<file path="src/rtl/cfg_loader_pkg.sv">
// Shared types and constants for the serial configuration loader.
// Latency: n/a (declarations only).
// Backpressure: n/a.
package cfg_loader_pkg;

  typedef enum logic [1:0] {
    IDLE   = 2'd0,
    HEADER = 2'd1,
    DATA   = 2'd2
  } state_t;

  // Header byte: [7] burst, [ADDR_BITS:1] word address, [0] byte select
  localparam int HDR_BURST = 7;
  localparam int HDR_SEL   = 0;

  localparam int BYTE_W = 8;

endpackage

</file>
<file path="src/rtl/cfg_spi_loader_pin_sync.sv">
// Multi-flop pin synchronizer with one extra history flop for edge detection.
// Latency: STAGES cycles to level; rise/fall are valid in the same cycle as the new level.
// Backpressure: none; free-running every clock.
module pin_sync #(
  parameter int   STAGES    = 2,
  parameter logic RESET_VAL = 1'b0
) (
  input  logic clk,
  input  logic reset,
  input  logic pin,
  output logic level,
  output logic rise,
  output logic fall
);

  logic [STAGES-1:0] chain;
  logic              prev;

  // Shift the async pin through the chain; prev keeps last cycle's synced level
  always_ff @(posedge clk) begin
    if (reset) begin
      chain <= {STAGES{RESET_VAL}};
      prev  <= RESET_VAL;
    end else begin
      chain <= {chain[STAGES-2:0], pin};
      prev  <= chain[STAGES-1];
    end
  end

  assign level = chain[STAGES-1];
  assign rise  = level & ~prev;
  assign fall  = ~level & prev;

endmodule

</file>
<file path="src/rtl/cfg_spi_loader.sv">
// SPI-style frame receiver issuing byte-wide writes into the config register file.
// Latency: SYNC_STAGES+1 cycles from the 8th SCK pin edge of a byte to cfg_we (busy low).
// Backpressure: busy stalls the single pending write; a byte arriving behind it is dropped and flagged.
module cfg_spi_loader
  import cfg_loader_pkg::*;
#(
  parameter int ADDR_BITS   = 3,
  parameter int SYNC_STAGES = 2
) (
  input  logic                 clk,
  input  logic                 reset,
  input  logic                 cs_n_raw,
  input  logic                 sck_raw,
  input  logic                 sdi_raw,
  input  logic                 busy,
  output logic [1:0]           cfg_we,
  output logic [ADDR_BITS-1:0] cfg_w_addr,
  output logic [15:0]          cfg_w_data,
  output logic                 frame_err,
  output logic                 overrun
);

  localparam int PW = ADDR_BITS + 1;    // byte pointer = {word addr, byte sel}
  localparam int CW = $clog2(BYTE_W);

  logic cs_lvl, cs_rise, cs_fall;
  logic sck_lvl, sck_rise, sck_fall;
  logic sdi_lvl, sdi_rise, sdi_fall;

  pin_sync #(.STAGES(SYNC_STAGES), .RESET_VAL(1'b1)) u_cs (
    .clk(clk), .reset(reset), .pin(cs_n_raw),
    .level(cs_lvl), .rise(cs_rise), .fall(cs_fall)
  );
  pin_sync #(.STAGES(SYNC_STAGES), .RESET_VAL(1'b0)) u_sck (
    .clk(clk), .reset(reset), .pin(sck_raw),
    .level(sck_lvl), .rise(sck_rise), .fall(sck_fall)
  );
  pin_sync #(.STAGES(SYNC_STAGES), .RESET_VAL(1'b0)) u_sdi (
    .clk(clk), .reset(reset), .pin(sdi_raw),
    .level(sdi_lvl), .rise(sdi_rise), .fall(sdi_fall)
  );

  // Only CS edges, SCK rise and the SDI level drive the receiver
  logic unused_pins;
  assign unused_pins = &{1'b0, cs_lvl, sck_lvl, sck_fall, sdi_rise, sdi_fall};

  state_t              state, state_nxt;
  logic [CW-1:0]       bit_cnt;
  logic [BYTE_W-2:0]   shreg;
  logic                burst;
  logic [PW-1:0]       bptr;
  logic                pending;
  logic [PW-1:0]       pend_ptr;
  logic [BYTE_W-1:0]   pend_byte;

  logic                sck_ok, byte_done, fire, trunc;
  logic [BYTE_W-1:0]   new_byte;

  // SCK edges only count inside a frame; CS_N falling lands us in HEADER, so it wins over SCK
  assign sck_ok    = sck_rise & (state != IDLE);
  assign byte_done = sck_ok & (bit_cnt == CW'(BYTE_W - 1));
  assign new_byte  = {shreg, sdi_lvl};
  assign fire      = pending & ~busy;
  // A frame ending on a byte boundary in DATA is clean; anything else partial is an error
  assign trunc     = cs_rise & ~byte_done &
                     ((state == HEADER) | ((state == DATA) & ((bit_cnt != '0) | sck_ok)));

  // State register
  always_ff @(posedge clk) begin
    if (reset) state <= IDLE;
    else       state <= state_nxt;
  end

  // Next state: CS_N rising always ends the frame; a full header moves into DATA
  always_comb begin
    state_nxt = state;
    case (state)
      IDLE:    if (cs_fall) state_nxt = HEADER;
      HEADER:  if (cs_rise) state_nxt = IDLE;
               else if (byte_done) state_nxt = DATA;
      DATA:    if (cs_rise) state_nxt = IDLE;
      default: state_nxt = IDLE;
    endcase
  end

  // Write port driven straight from the pending buffer; addr/data hold after the write
  always_comb begin
    cfg_we = '0;
    if (fire) cfg_we[pend_ptr[0]] = 1'b1;
    cfg_w_addr = pend_ptr[PW-1:1];
    cfg_w_data = {pend_byte, pend_byte};
  end

  // Shift register, bit counter, byte pointer, pending buffer and status flags
  always_ff @(posedge clk) begin
    if (reset) begin
      bit_cnt   <= '0;
      shreg     <= '0;
      burst     <= 1'b0;
      bptr      <= '0;
      pending   <= 1'b0;
      pend_ptr  <= '0;
      pend_byte <= '0;
      frame_err <= 1'b0;
      overrun   <= 1'b0;
    end else begin
      frame_err <= trunc;
      if (fire) pending <= 1'b0;
      if (cs_fall && state == IDLE) begin
        bit_cnt <= '0;
        overrun <= 1'b0;
      end else if (sck_ok) begin
        shreg   <= new_byte[BYTE_W-2:0];
        bit_cnt <= bit_cnt + CW'(1);
        if (byte_done && state == HEADER) begin
          burst <= new_byte[HDR_BURST];
          bptr  <= {new_byte[ADDR_BITS:1], new_byte[HDR_SEL]};
        end
        if (byte_done && state == DATA) begin
          // A slot freed by this cycle's write can take the new byte straight away
          if (pending && !fire) begin
            overrun <= 1'b1;
          end else begin
            pending   <= 1'b1;
            pend_ptr  <= bptr;
            pend_byte <= new_byte;
          end
          if (burst) bptr <= bptr + PW'(1);
        end
      end
      if (cs_rise) bit_cnt <= '0;
    end
  end

endmodule

</file>
<file path="config.mk">
export PLATFORM = sky130hd
export DESIGN_NAME = cfg_spi_loader
export DESIGN_NICKNAME = d
export VERILOG_FILES = /design/src/rtl/cfg_loader_pkg.sv /design/src/rtl/cfg_spi_loader_pin_sync.sv /design/src/rtl/cfg_spi_loader.sv
export SDC_FILE = /design/constraint.sdc
export NUM_CORES = 1
export LEC_CHECK = 0
export BUFFER_PORTS_ARGS = -buffer_cell sky130_fd_sc_hd__buf_2
export CAP_MARGIN = 30
export CORE_MARGIN = 1.5
export CORE_UTILIZATION = 54
export CTS_CLUSTER_DIAMETER = 200
export DETAILED_ROUTE_END_ITERATION = 6
export GPL_ROUTABILITY_DRIVEN = 1
export PLACE_DENSITY_LB_ADDON = 0.25
export SETUP_SLACK_MARGIN = 0.1
export SLEW_MARGIN = 20
export SYNTH_ARGS = -nofsm -noshare
export SYNTH_HDL_FRONTEND = slang
export SYNTH_SLANG_ARGS = --single-unit
</file>
<file path="constraint.sdc">
create_clock -name clk -period 1.8 [get_ports clk]
set_clock_uncertainty 0.15 [all_clocks]
set_input_delay 0.18 -clock clk [delete_from_list [all_inputs] [get_ports clk]]
set_output_delay 0.18 -clock clk [all_outputs]
set_load 0.01 [all_outputs]
</file>
==> flow_metrics.env, run 1 <==
export IMPL_synth_area_sq_mm=0.00173
export IMPL_ant_nets=0
export IMPL_routed_wl_mm=3.39
export IMPL_maxSlewHeadroom_pct=72.6
export IMPL_ys_flop_type="dfxtp_1"
export IMPL_synth_compound_area_share_pct=14.2
export IMPL_area_growth_pct=17.5
export IMPL_antenna_found_initial=0
export IMPL_path_buf_inv=2
export IMPL_cp_top_family="flip-flops"
export IMPL_insertion_delay_ns=0.36
export IMPL_ys_seq_area_share_pct=46.2
export IMPL_antennaDiodeCount=0
export IMPL_yosys_warnings=0
export IMPL_status="completed"
export IMPL_cp_max_fo=7
export IMPL_syn_inst=197
export IMPL_port_buffers=28
export IMPL_syn_avg_cell_area_sq_um=8.80
export IMPL_multiInputGateArea_sq_um=836
export IMPL_worst_slew_pin_slew_ns=0.411
export IMPL_tritoncts="built"
export IMPL_cp_end_kind="flip-flop"
export IMPL_critPathKind="flip-flop to flip-flop"
export IMPL_row_count=20
export IMPL_cts_sinks=40
export IMPL_crit_path_cell_trace="ha_4, ha_4, and3b_2, buf_6, nand2_4, buf_6, a311oi_2"
export IMPL_layout_min_cycle_time_ns=1.67
export IMPL_synth_top_family_by_area="simple AND/OR/NAND/NOR gates"
export IMPL_arrival_ns=1.80
export IMPL_nFillCells=282
export IMPL_synthArstFlopShare_pct=0
export IMPL_post_place_ws_ns=0.0150
export IMPL_finalSetupViolations=0
export IMPL_p_leak_nw=0.813
export IMPL_fin_tns_setup_ns=0
export IMPL_grtUsageMet2_pct=36.0
export IMPL_grt_overflow_total=0
export IMPL_grt_first_pass_wirelength_mm=5.35
export IMPL_setup_slack_ns=0.133
export IMPL_clockBufferDepth=2
export IMPL_slew_violations=0
export IMPL_die_x_um=59.7
export IMPL_final_common_cell="nand2_1"
export IMPL_hp_class="input pin to flip-flop"
export IMPL_regArea_sq_um=806
export IMPL_ios=29
export IMPL_synth_nets=207
export IMPL_grt_setup_unrepaired="yes"
export IMPL_peakVddDrop_mv=0.450
export IMPL_final_cell_mix="nand2_1, dfxtp_1, buf_2"
export IMPL_muxShareOfSynthArea_pct=0
export IMPL_grt_pass1_vias=1241
export IMPL_place_congestion=0.828
export IMPL_busiest_layer="met2"
export IMPL_drcViolationCount=0
export IMPL_start_util_pct=56.8
export IMPL_synthSimpleGateAreaFrac_pct=25.9
export IMPL_yosysUniqueCellTypes=40
export IMPL_synth_seq_cells=40
export IMPL_cpPeakStageDelay_ns=0.38
export IMPL_dieHeight_um=59.7
export IMPL_fin_crit_sh_pct=92.6
export IMPL_synth_xor_area_share_pct=1.01
export IMPL_nNetsFinal=233
export IMPL_root_buffer="clkbuf_4"
export IMPL_core_area_sq_mm=0.00305
export IMPL_crit_required_ns=1.93
export IMPL_place_hpwl_mm=2.20
export IMPL_dieArea_sq_mm=0.00356
export IMPL_grt_max_degree=22
export IMPL_fmax_mhz=600
export IMPL_cap_violations=0
export IMPL_use_met1_pct=22.6
export IMPL_htreeDepth=2
export IMPL_synth_edf_count=0
export IMPL_p_per_area_mw_per_mm2=759
export IMPL_finalHoldViolations=0
export IMPL_synthAdderAreaFrac_pct=2.89
export IMPL_routedWlPerCell_um=12.7
export IMPL_drtIter0Drc=56
export IMPL_cts_buffers=5
export IMPL_slowest_stage="dfxtp_4"
export IMPL_met3_usage_pct=7.14
export IMPL_worstSetupStartpointType="flip-flop"
export IMPL_vias_per_cell=5.14
export IMPL_track_usage_pct=20.5
export IMPL_dr_pass1_iters=4
export IMPL_vias=1377
export IMPL_path_clk_slew_ns=0.13
export IMPL_drive_gt1_share_pct=33.0
synth_stat cells, types with 2 or more instances:
library cell	number	area, sq um
nand2_1	47	176
dfxtp_1	40	801
a21oi_1	19	95.1
buf_4	13	97.6
a21oi_2	7	61.3
nor2b_1	7	43.8
nor3_1	6	30.0
nand3_1	5	25.0
nor2_1	5	18.8
ha_1	4	50.1
buf_2	3	15.0
buf_6	3	33.8
inv_1	3	11.3
or2_2	3	18.8
and3b_1	2	17.5
buf_1	2	7.51
nand2b_1	2	12.5
nor2b_4	2	27.5
nor3b_1	2	15.0
xnor2_1	2	17.5
power breakdown:
part | total [mW] | switching (mW) | internal, mW
Sequential | 0.900 | 0.00758 | 0.892
Combinational | 0.0552 | 0.0308 | 0.0243
Clock | 0.591 | 0.302 | 0.290
repair_timing:
| item | CTS | global route |
|---|---|---|
| hold endpoints to repair | 3 | 0 |
| pin swaps | 2 | 4 |
| hold buffers | 3 | 0 |
| resized for setup | 7 | 12 |
| buffers inserted | 2 | 2 |
| endpoints found under the setup margin | 4 | 16 |
| gates cloned | 1 | 0 |
worst paths after layout:
check / from / to / slack (ns) / depth (start not counted)
min: busy / overrun / 0.03 / 3
max: bit_cnt[1] / bptr[1] / 0.13 / 7
max reg2reg: bit_cnt[1] / bptr[1] / 0.13 / 7
min reg2reg: u_cs.chain[0] / u_cs.chain[1] / 0.30 / 1
area by class of cell:
class,count,area share (%)
clock buffers,5,1.84
clock inverters,3,2.09
inverters,3,0.553
multi-input cells,133,41.0
flip-flops and latches,40,39.6
well taps,44,2.70
repair buffers,40,12.2
worst reg2reg max path, stage by stage (launching register included):
cell      delay (ns)
dfxtp_4         0.38
ha_4            0.13
ha_4            0.11
and3b_2         0.22
buf_6           0.15
nand2_4         0.08
buf_6           0.12
a311oi_2        0.26
stage by stage:
stage          instance area [sq um]  hold slack [ns]  util [%]  total power, mW  instances
2_1_floorplan                   1730            0.134         -            0.958        197
3_3_place_gp                    1810            0.215      59.2            0.967        252
3_5_place_dp                    1810            0.222      59.2            0.970        252
4_1_cts                         1960           0.0431      64.3             1.55        266
5_1_grt                         2040           0.0662      66.7             1.60        268
6_report                        2040           0.0296      66.7             1.55        268
cells by family (layout without fill, tap and decap cells):
logic type / count (synthesis) / after routing
simple gates: 89 / 90
flops: 40 / 40
compound gates: 37 / 37
buf+inv: 25 / 51
fa+ha+maj: 4 / 4
xor+xnor: 2 / 2
routing by layer:
| metal | routed length [um] | up-vias |
|---|---|---|
| met5 | 0 | - |
| met4 | 47 | 0 |
| met3 | 229 | 5 |
| met2 | 1750 | 46 |
| met1 | 1370 | 630 |
| li1 | - | 696 |
flip-flops by register name, summed over array words and instances (netlist names), 2 cells and up:
| register | count |
|---|---|
| u_cs.chain | 2 |
| u_sck.chain | 2 |
| pend_ptr | 4 |
| bptr | 4 |
| state | 2 |
| shreg | 7 |
| bit_cnt | 3 |
| u_sdi.chain | 2 |
| pend_byte | 8 |
(Power assumes the default switching activity.)
==> run 2, diff against run 1 <==
--- a/config.mk
+++ b/config.mk
@@ -7,6 +7,7 @@
 export LEC_CHECK = 0
 export BUFFER_PORTS_ARGS = -buffer_cell sky130_fd_sc_hd__buf_2
 export CAP_MARGIN = 30
+export CORE_ASPECT_RATIO = 0.6
 export CORE_MARGIN = 1.5
 export CORE_UTILIZATION = 54
 export CTS_CLUSTER_DIAMETER = 200
==> flow_metrics.env, run 2 (synthesis gave the netlist of run 1 again) <==
export IMPL_antenna_found_initial=0
export IMPL_nNetsFinal=232
export IMPL_port_buffers=28
export IMPL_grt_overflow_total=0
export IMPL_drtIter0Drc=108
export IMPL_cp_end_kind="flip-flop"
export IMPL_tritoncts="built"
export IMPL_row_count=15
export IMPL_cts_buffers=5
export IMPL_ant_nets=0
export IMPL_largest_reg_flops=8
export IMPL_routed_wl_mm=3.77
export IMPL_ios=29
export IMPL_place_area_sq_mm=0.00181
export IMPL_htreeDepth=2
export IMPL_clockBufferDepth=2
export IMPL_final_area_sq_mm=0.00200
export IMPL_r2r_slack_ns=0.07
export IMPL_p_leak_nw=0.787
export IMPL_worstSetupStartpointType="flip-flop"
export IMPL_path_clk_slew_ns=0.08
export IMPL_peakVddDrop_mv=0.497
export IMPL_cpMostUsedCell="ha_4"
export IMPL_vias_per_cell=5.23
export IMPL_top_regs="pend_byte (8), shreg (7)"
export IMPL_cp_max_fo=6
export IMPL_fmax_mhz=580
export IMPL_insertion_delay_ns=0.30
export IMPL_dieHeight_um=46.9
export IMPL_finalSetupViolations=0
export IMPL_p_per_area_mw_per_mm2=765
export IMPL_cts_sinks=40
export IMPL_antennaDiodeCount=0
export IMPL_cpPeakStageDelay_ns=0.34
export IMPL_power_mw=1.53
export IMPL_fin_crit_sh_pct=95.8
export IMPL_routedWlPerCell_um=14.3
export IMPL_vias=1382
export IMPL_cap_violations=0
export IMPL_crit_path_cell_trace="ha_4, ha_4, and3b_2, nand2_4, o22ai_1, nor4_1"
export IMPL_arrival_ns=1.75
export IMPL_core_area_sq_mm=0.00297
export IMPL_grt_pass1_vias=1140
export IMPL_slew_violations=0
export IMPL_hp_class="input pin to flip-flop"
export IMPL_critPathKind="flip-flop to flip-flop"
export IMPL_max_flop_register="pend_byte"
export IMPL_drcViolationCount=0
export IMPL_worst_slew_pin_slew_ns=0.576
export IMPL_area_growth_pct=15.3
export IMPL_root_buffer="clkbuf_8"
export IMPL_final_cell_mix="nand2_1, dfxtp_1, buf_2"
export IMPL_layout_min_cycle_time_ns=1.73
export IMPL_grt_max_degree=29
export IMPL_place_congestion=0.827
export IMPL_status="completed"
export IMPL_slowest_stage="dfxtp_2"
export IMPL_maxSlewHeadroom_pct=61.6
export IMPL_dieArea_sq_mm=0.00357
export IMPL_start_util_pct=58.4
export IMPL_die_x_um=76.1
export IMPL_place_hpwl_mm=2.29
export IMPL_track_usage_pct=19.7
export IMPL_dr_pass1_iters=5
export IMPL_crit_required_ns=1.83
export IMPL_drive_gt1_share_pct=30.6
export IMPL_finalHoldViolations=0
export IMPL_grt_first_pass_wirelength_mm=5.25
export IMPL_final_common_cell="nand2_1"
run 2: worst paths after layout:
kind | startpoint | endpoint | depth (start not counted)
min reg2reg | u_sck.chain[0] | u_sck.chain[1] | 1
min | busy | overrun | 3
max | bit_cnt[0] | bptr[3] | 6
max reg2reg | bit_cnt[0] | bptr[3] | 6
run 2: what timing repair did:
action                                 4_1_cts  5_1_grt
endpoints found under the hold margin        3        0
resized for setup                            1       15
setup buffers                                0        1
pin swaps                                    0        4
gates cloned                                 0        3
hold buffers                                 3        0
setup endpoints to repair                   16       16
run 2: cell type report:
| type | instances | area, sq um |
|---|---|---|
| Clock buffer | 6 | 72.6 |
| Inverter | 3 | 11.3 |
| Timing Repair Buffer | 38 | 230 |
| Multi-Input combinational cell | 134 | 823 |
| Fill cell | 262 | 967 |
| Sequential cell | 40 | 803 |
| Clock inverter | 1 | 5.00 |
| Tap cell | 42 | 52.6 |
run 2: per-stage QoR:
| step | TNS (ns) | hold slack, ns | instances | util, % | worst slack, ns |
|---|---|---|---|---|---|
| floorplan | 0 | 0.134 | 197 | - | 0.169 |
| global placement | 0 | 0.212 | 250 | 60.9 | 0.0585 |
| detailed placement | 0 | 0.227 | 250 | 60.9 | 0.0125 |
| CTS | 0 | 0.0543 | 260 | 64.6 | 0.101 |
| global route | -0.00551 | 0.143 | 264 | 67.4 | -0.00551 |
| finish | 0 | 0.0955 | 264 | 67.4 | 0.0749 |
run 2: worst max-delay path, delay by kind of cell (launching register included):
family	cells	cell delay [ns]
adders and majority gates	2	0.33
DFF	1	0.34
AOI/OAI and AO/OA	1	0.08
and+or+nand+nor	3	0.71
run 2: routing by layer:
metal	GRT usage [%]	vias up	routed length [um]
met5	0	-	0
li1	-	698	-
met2	30.1	47	1610
met1	26.0	625	1820
met3	5.83	12	213
met4	11.1	0	118
run 2: where the power goes:
| part | leakage [nW] | internal (mW) | switching [mW] |
|---|---|---|---|
| sequential | 0.325 | 0.893 | 0.00883 |
| combinational | 0.421 | 0.0243 | 0.0302 |
| clock | 0.0410 | 0.264 | 0.308 |
| total | 0.787 | 1.18 | 0.347 |
